==> src/rtl/booth_mul_core.sv <==
// booth_mul_core: sequential signed Booth multiplier.
// Default build uses radix-2 Booth recoding (WIDTH RUN cycles).
// Defining BOOTH_MUL_RADIX4_EN selects radix-4 (modified Booth) recoding,
// which needs ceil(WIDTH/2) RUN cycles; results and interface are identical.
// m carries the low 2*WIDTH-1 bits of the exact product, ov flags the case
// where the product does not fit in that width.
module booth_mul_core #(
    parameter int WIDTH = 6
) (
    input  logic                 clk,
    input  logic                 rst,
    input  logic                 start,
    input  logic [WIDTH-1:0]     A,
    input  logic [WIDTH-1:0]     B,
    output logic [2*WIDTH-2:0]   m,
    output logic                 ov,
    output logic                 busy,
    output logic                 done
);

`ifdef BOOTH_MUL_RADIX4_EN
    // Multiplier sign-extended to an even width so it splits into bit pairs;
    // accumulator has room for +/-2A.
    localparam int QW    = WIDTH + (WIDTH % 2);
    localparam int AW    = WIDTH + 2;
    localparam int STEPS = QW / 2;
`else
    // One multiplier bit per step; one guard bit so -(most negative A) fits.
    localparam int QW    = WIDTH;
    localparam int AW    = WIDTH + 1;
    localparam int STEPS = WIDTH;
`endif
    localparam int RW = AW + QW + 1;
    localparam int CW = $clog2(STEPS + 1);

    typedef enum logic [1:0] {
        S_IDLE = 2'd0,
        S_RUN  = 2'd1,
        S_DONE = 2'd2
    } state_t;

    state_t                 state_q, state_d;
    logic [AW-1:0]          acc_q, acc_d;
    logic [QW-1:0]          q_q, q_d;
    logic                   qm1_q, qm1_d;
    logic [WIDTH-1:0]       mcand_q, mcand_d;
    logic [CW-1:0]          cnt_q, cnt_d;
    logic [2*WIDTH-2:0]     m_q, m_d;
    logic                   ov_q, ov_d;
    logic                   busy_q, busy_d;
    logic                   done_q, done_d;

    logic [AW-1:0]          a_ext_s;
    logic [AW-1:0]          a_dbl_s;
    logic [QW-1:0]          b_ext_s;
    logic [AW-1:0]          sum_s;
    logic [RW-1:0]          pre_shift_s;
    logic [RW-1:0]          post_shift_s;
    logic [AW+QW-1:0]       full_prod_s;
    logic                   prod_unused_s;

    // Sign extension of the operands and the combined acc/Q product view.
    assign a_ext_s       = AW'($signed(mcand_q));
    assign a_dbl_s       = {a_ext_s[AW-2:0], 1'b0};
    assign b_ext_s       = QW'($signed(B));
    assign full_prod_s   = {acc_q, q_q};
    assign prod_unused_s = ^full_prod_s[AW+QW-1:2*WIDTH-1];

    // One Booth recoding step: add the selected multiple of A, then shift right arithmetically.
    always_comb begin
        sum_s = acc_q;
`ifdef BOOTH_MUL_RADIX4_EN
        case ({q_q[1:0], qm1_q})
            3'b001, 3'b010: sum_s = acc_q + a_ext_s;
            3'b011:         sum_s = acc_q + a_dbl_s;
            3'b100:         sum_s = acc_q - a_dbl_s;
            3'b101, 3'b110: sum_s = acc_q - a_ext_s;
            default:        sum_s = acc_q;
        endcase
        pre_shift_s  = {sum_s, q_q, qm1_q};
        post_shift_s = {{2{pre_shift_s[RW-1]}}, pre_shift_s[RW-1:2]};
`else
        case ({q_q[0], qm1_q})
            2'b01:   sum_s = acc_q + a_ext_s;
            2'b10:   sum_s = acc_q - a_ext_s;
            default: sum_s = acc_q;
        endcase
        pre_shift_s  = {sum_s, q_q, qm1_q};
        post_shift_s = {pre_shift_s[RW-1], pre_shift_s[RW-1:1]};
`endif
    end

    // Next-state and datapath update for the IDLE/RUN/DONE sequence.
    always_comb begin
        state_d = state_q;
        acc_d   = acc_q;
        q_d     = q_q;
        qm1_d   = qm1_q;
        mcand_d = mcand_q;
        cnt_d   = cnt_q;
        m_d     = m_q;
        ov_d    = ov_q;
        busy_d  = busy_q;
        done_d  = 1'b0;
        case (state_q)
            S_IDLE: begin
                if (start) begin
                    mcand_d = A;
                    q_d     = b_ext_s;
                    qm1_d   = 1'b0;
                    acc_d   = '0;
                    cnt_d   = '0;
                    busy_d  = 1'b1;
                    state_d = S_RUN;
                end else begin
                    state_d = S_IDLE;
                end
            end
            S_RUN: begin
                {acc_d, q_d, qm1_d} = post_shift_s;
                cnt_d = cnt_q + CW'(1);
                if (cnt_q == CW'(STEPS - 1)) begin
                    state_d = S_DONE;
                end else begin
                    state_d = S_RUN;
                end
            end
            S_DONE: begin
                m_d     = full_prod_s[2*WIDTH-2:0];
                ov_d    = full_prod_s[2*WIDTH-1] ^ full_prod_s[2*WIDTH-2];
                done_d  = 1'b1;
                busy_d  = 1'b0;
                state_d = S_IDLE;
            end
            default: begin
                busy_d  = 1'b0;
                state_d = S_IDLE;
            end
        endcase
    end

    // State and output registers; reset clears everything and aborts any operation.
    always_ff @(posedge clk) begin
        if (rst) begin
            state_q <= S_IDLE;
            acc_q   <= '0;
            q_q     <= '0;
            qm1_q   <= 1'b0;
            mcand_q <= '0;
            cnt_q   <= '0;
            m_q     <= '0;
            ov_q    <= 1'b0;
            busy_q  <= 1'b0;
            done_q  <= 1'b0;
        end else begin
            state_q <= state_d;
            acc_q   <= acc_d;
            q_q     <= q_d;
            qm1_q   <= qm1_d;
            mcand_q <= mcand_d;
            cnt_q   <= cnt_d;
            m_q     <= m_d;
            ov_q    <= ov_d;
            busy_q  <= busy_d;
            done_q  <= done_d;
        end
    end

    assign m    = m_q;
    assign ov   = ov_q;
    assign busy = busy_q;
    assign done = done_q;

endmodule

==> config.mk <==
export PLATFORM = sky130hd
export DESIGN_NAME = booth_mul_core
export DESIGN_NICKNAME = d
export VERILOG_FILES = /design/src/rtl/booth_mul_core.sv
export SDC_FILE = /design/constraint.sdc
export NUM_CORES = 1
export LEC_CHECK = 0
export ABC_AREA = 1
export BUFFER_PORTS_ARGS = -buffer_cell sky130_fd_sc_hd__clkbuf_2
export CAP_MARGIN = 20
export CORE_MARGIN = 3
export CORE_UTILIZATION = 55
export DETAILED_ROUTE_END_ITERATION = 8
export GPL_TIMING_DRIVEN = 0
export PLACE_DENSITY = 0.77
export SKIP_LAST_GASP = 1
export SLEW_MARGIN = 20
export SYNTH_ARGS = -nofsm -noshare
export SYNTH_HDL_FRONTEND = slang
export SYNTH_SLANG_ARGS = --single-unit
export TNS_END_PERCENT = 50
==> constraint.sdc <==
create_clock -name clk -period 2.7 [get_ports clk]
set_input_delay 0.675 -clock clk [delete_from_list [all_inputs] [get_ports clk]]
set_output_delay 0.675 -clock clk [all_outputs]
set_load 0.05 [all_outputs]
# Yosys cells after proc, flatten, opt, wreduce, memory -nomap -nowiden
# Cells that the tools add are included.
# totals
input_bits	15
ff_bits	39
elab_cells	41
out_inout_bits	14
# op_classes
bitwise	2
reduce_logical	5
n_eq_ne	6
addsub	3
muxes	15
# op_table
cell	n
$pmux W7 S2	2
$pmux W6 S2	1
$add A7 B7 Y7	1
$mux W7	1
$sub A7 B7 Y7	1
$mux W6	1
$pmux W3 S2	1
$reduce_and A2 Y1	3
$eq A2 B1 Y1 const B	2
$eq A2 B2 Y1 const B	2
$mux W1	4
$pmux W1 S2	2
$pmux W2 S2	1
$add A3 B1 Y3 const B	1
$eq A3 B3 Y1 const B	1
$mux W3	1
$logic_not A2 Y1	1
$mux W2	1
$ne A2 B2 Y1 const B	1
$reduce_bool A2 Y1	1
$not A1 Y1	1
$xor A1 B1 Y1	1

# Logic depth before layout (Yosys ltp)
# Gate-level depths: netlist of run 1.
# logic_depth
depth_word	3
depth_mapped	17
depth_no_buf	17

# Worst setup path before layout of run 1
# OpenSTA, ideal clock, no wires.
# synth_path
path_kind	register to register
from	reg qm1_q
to	reg acc_q[5]
slack_ns	0.764
t_arrival_ns	1.827
period_less_slack_ns	1.936
n_path_buf	1
required_ns	2.591
setup_ns	0.109
path_stages_with_launch	17
path_cell_list	dfxtp_1 inv_1 ha_1 clkbuf_1 a21oi_1 xor2_1 inv_1 ha_1 nand2_1 nor2_1 nand2_1 nand3_1 inv_1 nand2_1 nand3_1 nand2_1 inv_1
# synth_between
elab_chain_cells	3
elab_cells_between_ends	4
cone_classes	eq/ne: 2; mux: 2
# synth_rtl
element	line_no	text
start: declaration	45	logic qm1_q, qm1_d;
start signal: assignment	159	qm1_q <= qm1_d;
$eq A2 B2 Y1 or $eq A2 B1 Y1 (tied branches)	83	case ({q_q[0], qm1_q})
$pmux W7 S2 (*)	83	
$pmux W7 S2 (*)	105	case (state_q)
end signal: assignment	146	acc_q <= '0;
end signal: assignment	157	acc_q <= acc_d;
end: declaration	43	logic [AW-1:0] acc_q, acc_d;
# Mark *: on every way between the ends. The rest lies on a longest branch, timed or not.
# A chain may end at the register's enable or synchronous reset.

# Worst setup path after layout of run 1
# layout_path
from	reg q_q[0]
to	reg acc_q[3]
# layout_between
elab_chain_cells	3
elab_cells_between_ends	4
cone_classes	eq/ne: 2; mux: 2
# layout_rtl
element	line_no	text
start: declaration	44	logic [QW-1:0] q_q, q_d;
start signal: assignment	158	q_q <= q_d;
$eq A2 B2 Y1 or $eq A2 B1 Y1 (tied branches)	83	
$pmux W7 S2 (*)	83	
$pmux W7 S2 (*)	105	
# Marked as above.

==> impl_summary.md, run 1 <==
Outcome
The run finished with clean final reports.

Synthesis
The predominant post-synthesis flop cell is dfxtp_1. The synthesized design contains 38 register bits. Counting every net in the synthesized netlist gives about 280. Sorting the synthesized cells by area gives the leading types as dfxtp_1, inv_1, nand2_1, a21oi_1, ha_1. For this run, the register share of the synthesized area comes to 0.396.

The number of distinct library cell variants in the gate-level netlist after synthesis is 32. For this run, the number of Yosys warnings is 0. The number of instances in the synthesized netlist is around 260. The share of synthesized area in the top cell type comes to 0.396. Of all cell types, the one taking the most synthesized area is dfxtp_1. In this run, synthesis inferred 0 flip-flops with an integrated enable. Of all flip-flops after synthesis, the portion carrying an async set or reset was 0. The cell area that synthesis handed to floorplanning was between 1500 and 2000 µm². The average instance in the mapped netlist occupies 7.44 µm².

Timing
The smallest setup slack after layout is about 470 ps. Setup violations remaining at the end of the flow were counted as 0. Adding up every negative setup slack in the final design gives 0 ps. The actual slew at the worst max-slew pin is 560 ps.

Based on the critical path, the design can be clocked at up to approximately 450 MHz. Setup repair after global routing left no endpoint under its margin. Measured against its own limit, the worst slew margin works out to 0.627. Between clock sinks in the finished design, the worst skew comes to 9.80 ps. The shortest period the worst path allows is approximately 2200 ps. The final-report max-slew violation count was 0. The number of hold violations in the final report is 0. The ratio of final minimum period to clock period is 0.827.

Finish
The post-route cell area is approximately 2200 µm². 0 antenna diodes ended up in the layout. Relative to the synthesized area, the layout overhead comes to 16.0%.

Across the whole layout, storage elements account for around 760 µm². The post-route core utilization is 0.700. In the layout the commonest cells are inv_1, nand2_1, dfxtp_1, a21oi_1, clkbuf_2. The share of post-route cells with drive strength above 1 is 0.170. The final-stage net count is approximately 320. The leading cell type in the layout, fill and taps excluded is inv_1. Fill cells in the final layout number a little under 300. The area used by multi-input combinational logic is 945 µm².

Power and ir drop
The share of total power in sequential cells is 0.438. In this run the power density over the cells is just over 600 nW/µm². Of the total power, the clock network draws 0.360. Summing internal, switching and leakage power gives ~1.4 mW. The switching part of the total is 0.274. Summed over all nets, the switching power comes to 379 µW. The analysis attributes to cell leakage a power of 1.05 nW. The combinational cell fraction of total power is 0.202. The internal portion of the total power is around 1.0 mW. The highest ir drop seen on vdd is between 0.4 and 0.5 mV.

Route
The first detailed-routing pass ran for 4 iterations. The number of nets with antenna violations after detailed routing is 0. The via density per instance is 5.03. The violation count after the first detailed-routing iteration is 56. The average detailed-routed wire length per instance is 11.7 µm. The top routing layer in use is met4. The final wirelength is ~4000 µm.

Wire segments on met2 add up to approximately 1800 µm in the final route. The post-route DRC violation count is 0. After detailed routing, the met3 layer carries approximately 150 µm of wire. In the final routing, the length of wire on met1 measures a little under 2000 µm. The detailed router placed 1700 vias in this run.

Global routing
Entering global routing, the biggest net connects 13 pins. The number of global-route vias before repair is around 1.6k. The initial antenna violation count is 0. For this run, the total global-route usage over all layers was measured as 0.220. The total global routing overflow is 0. The wire length of the first global-routing pass is between 7000 and 8000 µm.

Critical path
Walking the worst path, the cells encountered are ha_1 -> clkbuf_1 -> o21ai_0 -> fa_1 -> o21ai_0 -> a21oi_1 -> o21ai_1 -> a21oi_1. The total buffers and inverters traversed by the critical path is 1. The startpoint identified for the worst register-to-register timing path is q_q[0]$_SDFFE_PP0P_. On the critical path, the stage with the largest delay is an instance of fa_1.

The launching element of the worst setup path is q_q[0]$_SDFFE_PP0P_. The data required time at the worst endpoint is a little under 3000 ps. Among cell families on the critical path, the largest total delay comes from compound AO/OA/AOI/OAI gates. In this design, the stage delay of the slowest critical-path cell is ~500 ps. The critical path is of the flip-flop to flip-flop type. The category of the worst setup path launch point is a flip-flop. The signal arrival time at the worst endpoint is roughly 2500 ps. In this run the worst path has a maximum fanout of 9. The worst setup path is captured at a flip-flop.

Floorplanning
The horizontal die dimension is between 60 and 70 µm. The overall die area is between 4000 and 5000 µm². The standard-cell row count is 20. The floorplan step set the die height to 65.1 µm. The initial cell density of the core is 0.604. The top-level I/O count is 29. The region available for standard cell placement spans 3180 µm².

Flow run
The max-capacitance violation count is 0.

Clock tree
The root buffer cell is clkbuf_4. The maximum buffer depth of the clock tree is 2. The clock tree synthesis step divided the H-tree into 2 levels. TritonCTS built the clock tree.

The TritonCTS sink count is 38. Clock-pin slew was measured on the worst setup and hold paths at between 100 and 150 ps. TritonCTS created 5 clock buffers. The number of hold buffers added after CTS was 0. The number of resized instances in the post-cts repair step is 0. The number of buffers added for setup after CTS is 0. The clock network latency to the later pin of the worst-skew pair is around 340 ps.

Placement
The worst slack after detailed placement is 464 ps. The post-DP HPWL is between 3000 and 4000 µm. Summing all placed instances gives a cell area of roughly 2100 µm². Port buffering added 28 buffers.

The placer's final routability congestion estimate is 0.837.

Hold path
The launch point of the worst hold path is q_q[4]$_SDFFE_PP0P_. The type of the worst min-delay path is flip-flop to flip-flop.
cell type report:
| cell class | count | area share |
|---|---|---|
| sequential | 38 | 0.342 |
| tap | 44 | 0.0247 |
| multi-input combinational | 166 | 0.424 |
| clock inverter | 2 | 0.0270 |
| buffer | 7 | 0.0146 |
| clock buffer | 6 | 0.0230 |
| timing repair buffer | 28 | 0.0630 |
| inverter | 47 | 0.0815 |
synth_stat cells (all sizes together), types with 2 or more instances:
master  number
o211ai       2
dfxtp       38
xnor2        2
o21ai       26
o221ai       2
nand4        2
nand3        7
nand2       43
a21oi       28
inv         47
buf          3
ha          10
o22ai        3
xor2         3
a22oi        4
nor3         2
clkbuf       4
a31oi        2
nor2        25
worst paths after layout:
path              depth (start not counted)  slack [ps]                     to
setup / recovery                          8         470  acc_q[3]$_SDFFE_PP0P_
setup reg to reg                          8         470  acc_q[3]$_SDFFE_PP0P_
hold reg to reg                           2         470    q_q[4]$_SDFFE_PP0P_
hold / removal                            2         470    q_q[4]$_SDFFE_PP0P_
metal layers:
layer | global-route usage | up-vias
li1 | - | 913
met1 | 0.301 | 755
met2 | 0.350 | 27
met3 | 0.0468 | 5
met4 | 0.0622 | 0
met5 | 0 | -
tightest hold or removal path: cells and delay by family, from the launching register on:
kind | cells | cell delay, ps
AO/OA/AOI/OAI | 1 | 50
AND/OR/NAND/NOR | 1 | 60
flip-flops | 1 | 330
through the flow:
step | std cells | hold WS [ps]
finish | 338 | 471
global route | 338 | 497
CTS | 338 | 472
detailed placement | 330 | 451
global placement | 330 | 450
floorplan | 258 | 428
power by group through the flow:
stage | Clock, mW | Combinational, mW | Sequential [mW]
detailed placement | 0 | 0.280 | 0.619
global route | 0.534 | 0.328 | 0.610
floorplan | 0 | 0.217 | 0.619
CTS | 0.505 | 0.282 | 0.606
global placement | 0 | 0.275 | 0.618
finish | 0.498 | 0.279 | 0.606
cell families after synthesis:
kind of cell,after synthesis,share of synthesized area
and+or+nand+nor,80,0.191
AOI/OAI and AO/OA,70,0.203
buffers and inverters,54,0.111
DFF,38,0.396
adders and majority gates,11,0.0756
xor gates and xnor gates,5,0.0228
flip-flops by register name, summed over array words and instances (netlist names):
register / cells
acc_q: 6
mcand_q: 6
ov: 1
q_q: 6
m: 11
done: 1
cnt_q: 3
state_q: 2
busy: 1
qm1_q: 1
Note: power is estimated with default switching activity, not from simulation.
==> run 2, diff against run 1 <==
CORE_UTILIZATION = 50   (was 55)
PLACE_DENSITY = 0.74   (was 0.77)
clock period = 1.9 ns   (was 2.7 ns; I/O delays follow)
==> impl_summary.md, run 2 (same netlist as run 1, synthesis figures left out) <==
Power and ir drop
The power per cell area is between 800 and 900 nW/µm². Overall power consumption after layout is estimated at around 1.9 mW. The highest ir drop seen on vdd is roughly 0.57 mV. The leakage component of the power is ~1.1 nW.

Critical path
On the worst path, the slowest cell contributes a delay of between 300 and 400 ps. The worst setup path is captured at a flip-flop. The most critical setup path has its startpoint at mcand_q[0]$_SDFFE_PP0P_.

The category of the worst setup path launch point is a flip-flop. Along the worst path, the maximum fanout reaches 4. The slowest stage cell on the critical path is ha_1.

The critical setup path kind is flip-flop to flip-flop. The critical path goes through buf_4 -> nor3_2 -> a21oi_2 -> xor2_1 -> inv_1 -> ha_1 -> nand2_2 -> nor2_1 -> nand2_1 -> nand3_2 -> inv_1 -> nand2_1 -> nand3_1 -> nand2_1 -> inv_1. The startpoint of the worst register-to-register path is mcand_q[0]$_SDFFE_PP0P_. The signal arrival time at the worst endpoint is ~2100 ps.

The data required time at the worst endpoint is roughly 2100 ps.

Global routing
The pin count of the biggest net entering global routing is 11. The first global-routing pass estimated 7130 µm of wire. The initial antenna violation count is 0.

The number of global-route vias before repair is 1583. The total global routing overflow is 0. For this run, the total global-route usage over all layers was measured as 0.207.

Floorplanning
The initial cell density of the core is 0.545. The overall die area is 4620 µm². The die is between 60 and 70 µm tall. The region available for standard cell placement spans approximately 3500 µm². The top-level I/O count is 29. The horizontal die dimension is a little under 70 µm. The floorplan has 21 rows.

Route
The via density per instance is a little over 5. The average detailed-routed wire length per instance is between 10 and 15 µm. The final layout contains routed wiring with a total length of ~4500 µm. The pre-antenna-repair detailed-routing pass consisted of 4 iterations. The violation count after the first detailed-routing iteration is 115. Once detail routing completed, the nets flagged for antenna violations numbered 0. The vias after detailed routing is around 1.8k. The post-route DRC violation count is 0.

Finish
The synthesis-to-finish area growth is 21.1%. The share of post-route cells with drive strength above 1 is 0.232. After routing the design area is ~2300 µm². The register with the most flip-flops in the layout has 11 of them. In the layout the commonest cells are nand2_1, inv_1, dfxtp_1, clkbuf_2, a21oi_1. The final-stage net count is ~320. The diode insertion count for antenna repair is 0. Leaving out fill and tap cells, the most frequent cell in the layout is nand2_1.

Clock tree
Buffers inserted during clock tree synthesis total 5. The H-tree was split into 2 levels. The clock network latency to the later pin of the worst-skew pair is 290 ps. The root buffer cell is clkbuf_8. TritonCTS built the clock tree.

Counting every sink on the clock net gives 38. Clock-pin slew was measured on the worst setup and hold paths at about 70 ps. The maximum buffer depth of the clock tree is 2.

Timing
The minimum hold slack is roughly 400 ps. The shortest period the worst path allows is 1940 ps. The setup-violating endpoint count in the final report is 3. The actual slew at the worst max-slew pin is 489 ps. The final-report max-slew violation count was 0. Of the available clock period, the critical path in the final layout requires 1.02. In the post-route analysis, the smallest setup slack over all paths is -36.6 ps.

Based on the critical path, the design can be clocked at up to around 520 MHz. The number of hold violations in the final report was 0. Setup repair after global routing could not meet its margin everywhere. The headroom to the max-slew limit is 0.674. The final worst clock skew is between 6 and 7 ps.

Flow run
Max-cap violations in this run came to 0.

Outcome
The final reports fail on setup timing. The flow ran to the end, but the final reports show violations.

Hold path
The startpoint identified for the worst hold timing path is A[4]. The type of the worst min-delay path is primary input to flip-flop.

Placement
The post-DP HPWL is approximately 3300 µm. The placer's final routability congestion estimate is slightly below 0.9. The cell area after placement is 2130 µm².

The count of input and output buffers is 28.
==> run 2: cell count changes in the layout (fill, tap and decap cells not counted), moves of 3 or more <==
cell      delta
ha_1         -4
clkbuf_8     +5
inv_1        -3
clkbuf_4     -5
ha_4         +4
buf_4        +6
==> run 2: per-layer routing <==
layer,part of all wire,GRT usage
met2,0.46,0.347
met5,0,0
met3,0.035,0.0443
met4,0.014,0.0744
met1,0.49,0.259
==> run 2: critical path: cells and delay by family, from the launching register on <==
kind            cells  cell delay (ps)
flops               1              330
compound gates      1               80
fa+ha+maj           1              350
xor+xnor            1              140
simple gates        8              660
buf+inv             4              280
==> run 2: final timing paths <==
path,to,slack [ps],cells after the start
setup / recovery,acc_q[5]$_SDFFE_PP0P_,-40,15
setup reg to reg,acc_q[5]$_SDFFE_PP0P_,-40,15
hold reg to reg,cnt_q[2]$_SDFFE_PP0P_,460,1
hold / removal,mcand_q[4]$_SDFFE_PP0P_,400,3
==> run 2: report_power, final <==
| part | internal, mW | switching, mW | leakage, nW |
|---|---|---|---|
| clock network | 0.280 | 0.269 | 0.0431 |
| logic | 0.198 | 0.280 | 0.719 |
| registers | 0.832 | 0.0336 | 0.310 |
| total | 1.31 | 0.583 | 1.07 |
==> run 2: layout make-up <==
class,instances,area [µm²]
well taps,46,57.6
repair buffers,34,185
inverters,47,184
fillers,324,1200
plain buffers,6,28.8
multi-input cells,166,1020
flip-flops and latches,38,763
clock buffers,6,82.6
==> run 2: what timing repair did <==
| action | CTS | global route |
|---|---|---|
| cloned | 0 | 0 |
| setup buffers | 5 | 1 |
| pin swaps | 7 | 5 |
| hold buffers | 0 | 0 |
| gates resized for setup | 20 | 0 |
| setup endpoints to repair | 4 | 4 |
==> run 2: metrics by stage <==
step	cells	setup TNS, ps	setup slack, ps	util
2_1_floorplan	258	0	5.43	-
5_1_grt	343	-689	-196	0.660
6_report	343	-96.1	-36.6	0.660
3_3_place_gp	332	-714	-231	0.605
3_5_place_dp	332	-859	-261	0.605
4_1_cts	342	-134	-67.0	0.658
==> run 3, diff against run 2 <==
CORE_UTILIZATION = 55   (was 50)
PLACE_DENSITY = 0.77   (was 0.74)
clock period = 2.3 ns   (was 1.9 ns; I/O delays follow)
==> impl_summary.md, run 3 (same netlist as run 1, synthesis figures left out) <==
Outcome
The run finished with clean final reports.

Finish
Of the cells placed in the final design, the portion with a size suffix greater than 1 is 0.207. For this run, the post-layout net count is 319. The diode insertion count for antenna repair is 0. The flip-flop count of the largest register after layout is 11.

In the layout the commonest cells are inv_1, nand2_1, dfxtp_1, clkbuf_2, a21oi_1. The synthesis-to-finish area growth is 18.1%.

Clock tree
The maximum buffer depth of the clock tree is 2. For this design, the sink count on the clock tree is 38. At the later pin of the worst-skew pair, clock insertion delay measures between 300 and 400 ps. The total of hold buffers inserted after clock tree synthesis is 0. The root buffer cell is clkbuf_4. The number of levels the H-tree was split into is 2. The CTS tree is done. The number of clock buffers added by TritonCTS is 5. The clock transition at the registers of the reported paths is between 100 and 150 ps.

Timing
The minimum hold slack is around 450 ps. The number of hold violations in the final report is 0. Dividing the final minimum period by the clock period gives 0.897. The upper clock frequency limit is roughly 480 MHz. Setup violations remaining at the end of the flow were counted as 0. For the final routed database, the setup TNS stands at 0 ps. The clock arrives with ~13 ps of skew. The final-report max-slew violation count is 0. The worst path needs 2060 ps of the cycle, external delays included.

At the pin with the least slew margin, the transition time is ~570 ps. Setup repair after global routing left no endpoint under its margin. The headroom to the max-slew limit is 0.621.

Placement
The post-DP HPWL is just over 3000 µm. The placer's final routability congestion estimate is 0.837. The count of input and output buffers is 28.

Power and ir drop
The overall power is 1.65 mW. Across the VDD grid, the largest voltage drop is between 0.5 and 0.6 mV. The leakage component of the power is ~1.1 nW. The power per cell area is around 730 nW/µm².

Hold path
In this run the worst hold path is classified as primary input to flip-flop. The number of cells on the worst hold path is 3. The launch point of the worst hold path is A[2].

Critical path
The kind of end point of the critical path is a flip-flop. The launching element of the worst setup path is mcand_q[1]$_SDFFE_PP0P_. Along the worst path, the maximum fanout reaches 3. The critical setup path kind is flip-flop to flip-flop.

The signal arrival time at the worst endpoint is between 2000 and 2500 ps. The data required time at the worst endpoint is around 2600 ps. The category of the worst setup path launch point is a flip-flop. The cell count of the worst reg-to-reg path is 12. In this run the critical register-to-register path is launched from mcand_q[1]$_SDFFE_PP0P_.

Global routing
The overall routing resource usage is 0.220. Entering global routing, the biggest net connects 13 pins. The initial antenna violation count is 0.

The first global-routing pass estimated around 7200 µm of wire. The number of global-route vias before repair is ~1.6k. Global routing finished with a remaining overflow of 0.

Flow run
The max-capacitance violation count is 0.

Floorplanning
The floorplan step set the die width to between 60 and 70 µm. The core region is between 3000 and 4000 µm². During I/O placement, the number of pins put on the boundary was 29. The die covers 4230 µm². The standard-cell row count is 20.

The die height is 65.1 µm. For this configuration, the core starts out at a cell density of 0.604.

Route
The violation count after the first detailed-routing iteration is 58. In this run the remaining antenna-violating nets after routing total 0. The routed design has approximately 4100 µm of wire. The post-route DRC violation count is 0. Across all layers, the routed design uses about 1.7k vias. The average detailed-routed wire length per instance is roughly 12 µm. The first-pass detailed-route iteration total is 4.

The via density per instance is slightly above 5.
## run 3: changes by cell type in the layout (fill, tap and decap cells not counted), moves of 2 or more
cell / delta
o21ai_1: -2
o21ai_0: +2
ha_2: +2
bufinv_16: +2
ha_4: -3
clkbuf_4: +5
clkbuf_8: -5
inv_1: +2
buf_4: -5
## run 3: stage by stage
step           std cells  instance area [µm²]  setup WS [ps]   util
2_1_floorplan        258                 1920            364      -
3_3_place_gp         330                 2110           82.5  0.665
3_5_place_dp         330                 2110           64.0  0.665
4_1_cts              338                 2230           40.3  0.700
5_1_grt              338                 2270           22.6  0.713
6_report             338                 2270            236  0.713
## run 3: what timing repair did
action | CTS | global route
resized for setup | 0 | 10
buffers inserted | 0 | 1
endpoints found under the setup margin | 0 | 4
## run 3: critical path: stages, from the launching register on
cell and delay (ps):
dfxtp_2 370, inv_1 60, ha_2 310, inv_1 40, o21ai_0 310, inv_1 90
ha_1 300, nand2_1 50, nor2_1 120, o21ai_0 90, nand2_1 60, nor2_1 40
o21a_1 160
## run 3: final cells by class
class / count / area (µm²)
clock inverters: 2 / 60.1
clock buffers: 6 / 51.3
repair buffers: 29 / 148
well taps: 44 / 55.1
flip-flops and latches: 38 / 763
fillers: 281 / 912
plain buffers: 6 / 28.8
multi-input cells: 166 / 978
inverters: 47 / 181
## run 3: path summary, 6_finish.rpt
path | endpoint | slack [ps]
setup / recovery | acc_q[2]$_SDFFE_PP0P_ | 240
hold / removal | mcand_q[2]$_SDFFE_PP0P_ | 450
setup reg to reg | acc_q[2]$_SDFFE_PP0P_ | 240
hold reg to reg | q_q[4]$_SDFFE_PP0P_ | 470
## run 3: report_power, final
| part | switching [mW] | internal, mW | total, mW |
|---|---|---|---|
| Sequential | 0.0255 | 0.687 | 0.713 |
| Combinational | 0.213 | 0.137 | 0.351 |
| Clock | 0.221 | 0.368 | 0.589 |
| Total | 0.460 | 1.19 | 1.65 |
## run 3: layer usage
metal | share of wire | global-route usage
met3 | 0.048 | 0.0468
met1 | 0.48 | 0.301
met5 | 0 | 0
met2 | 0.46 | 0.350
met4 | 0.011 | 0.0622
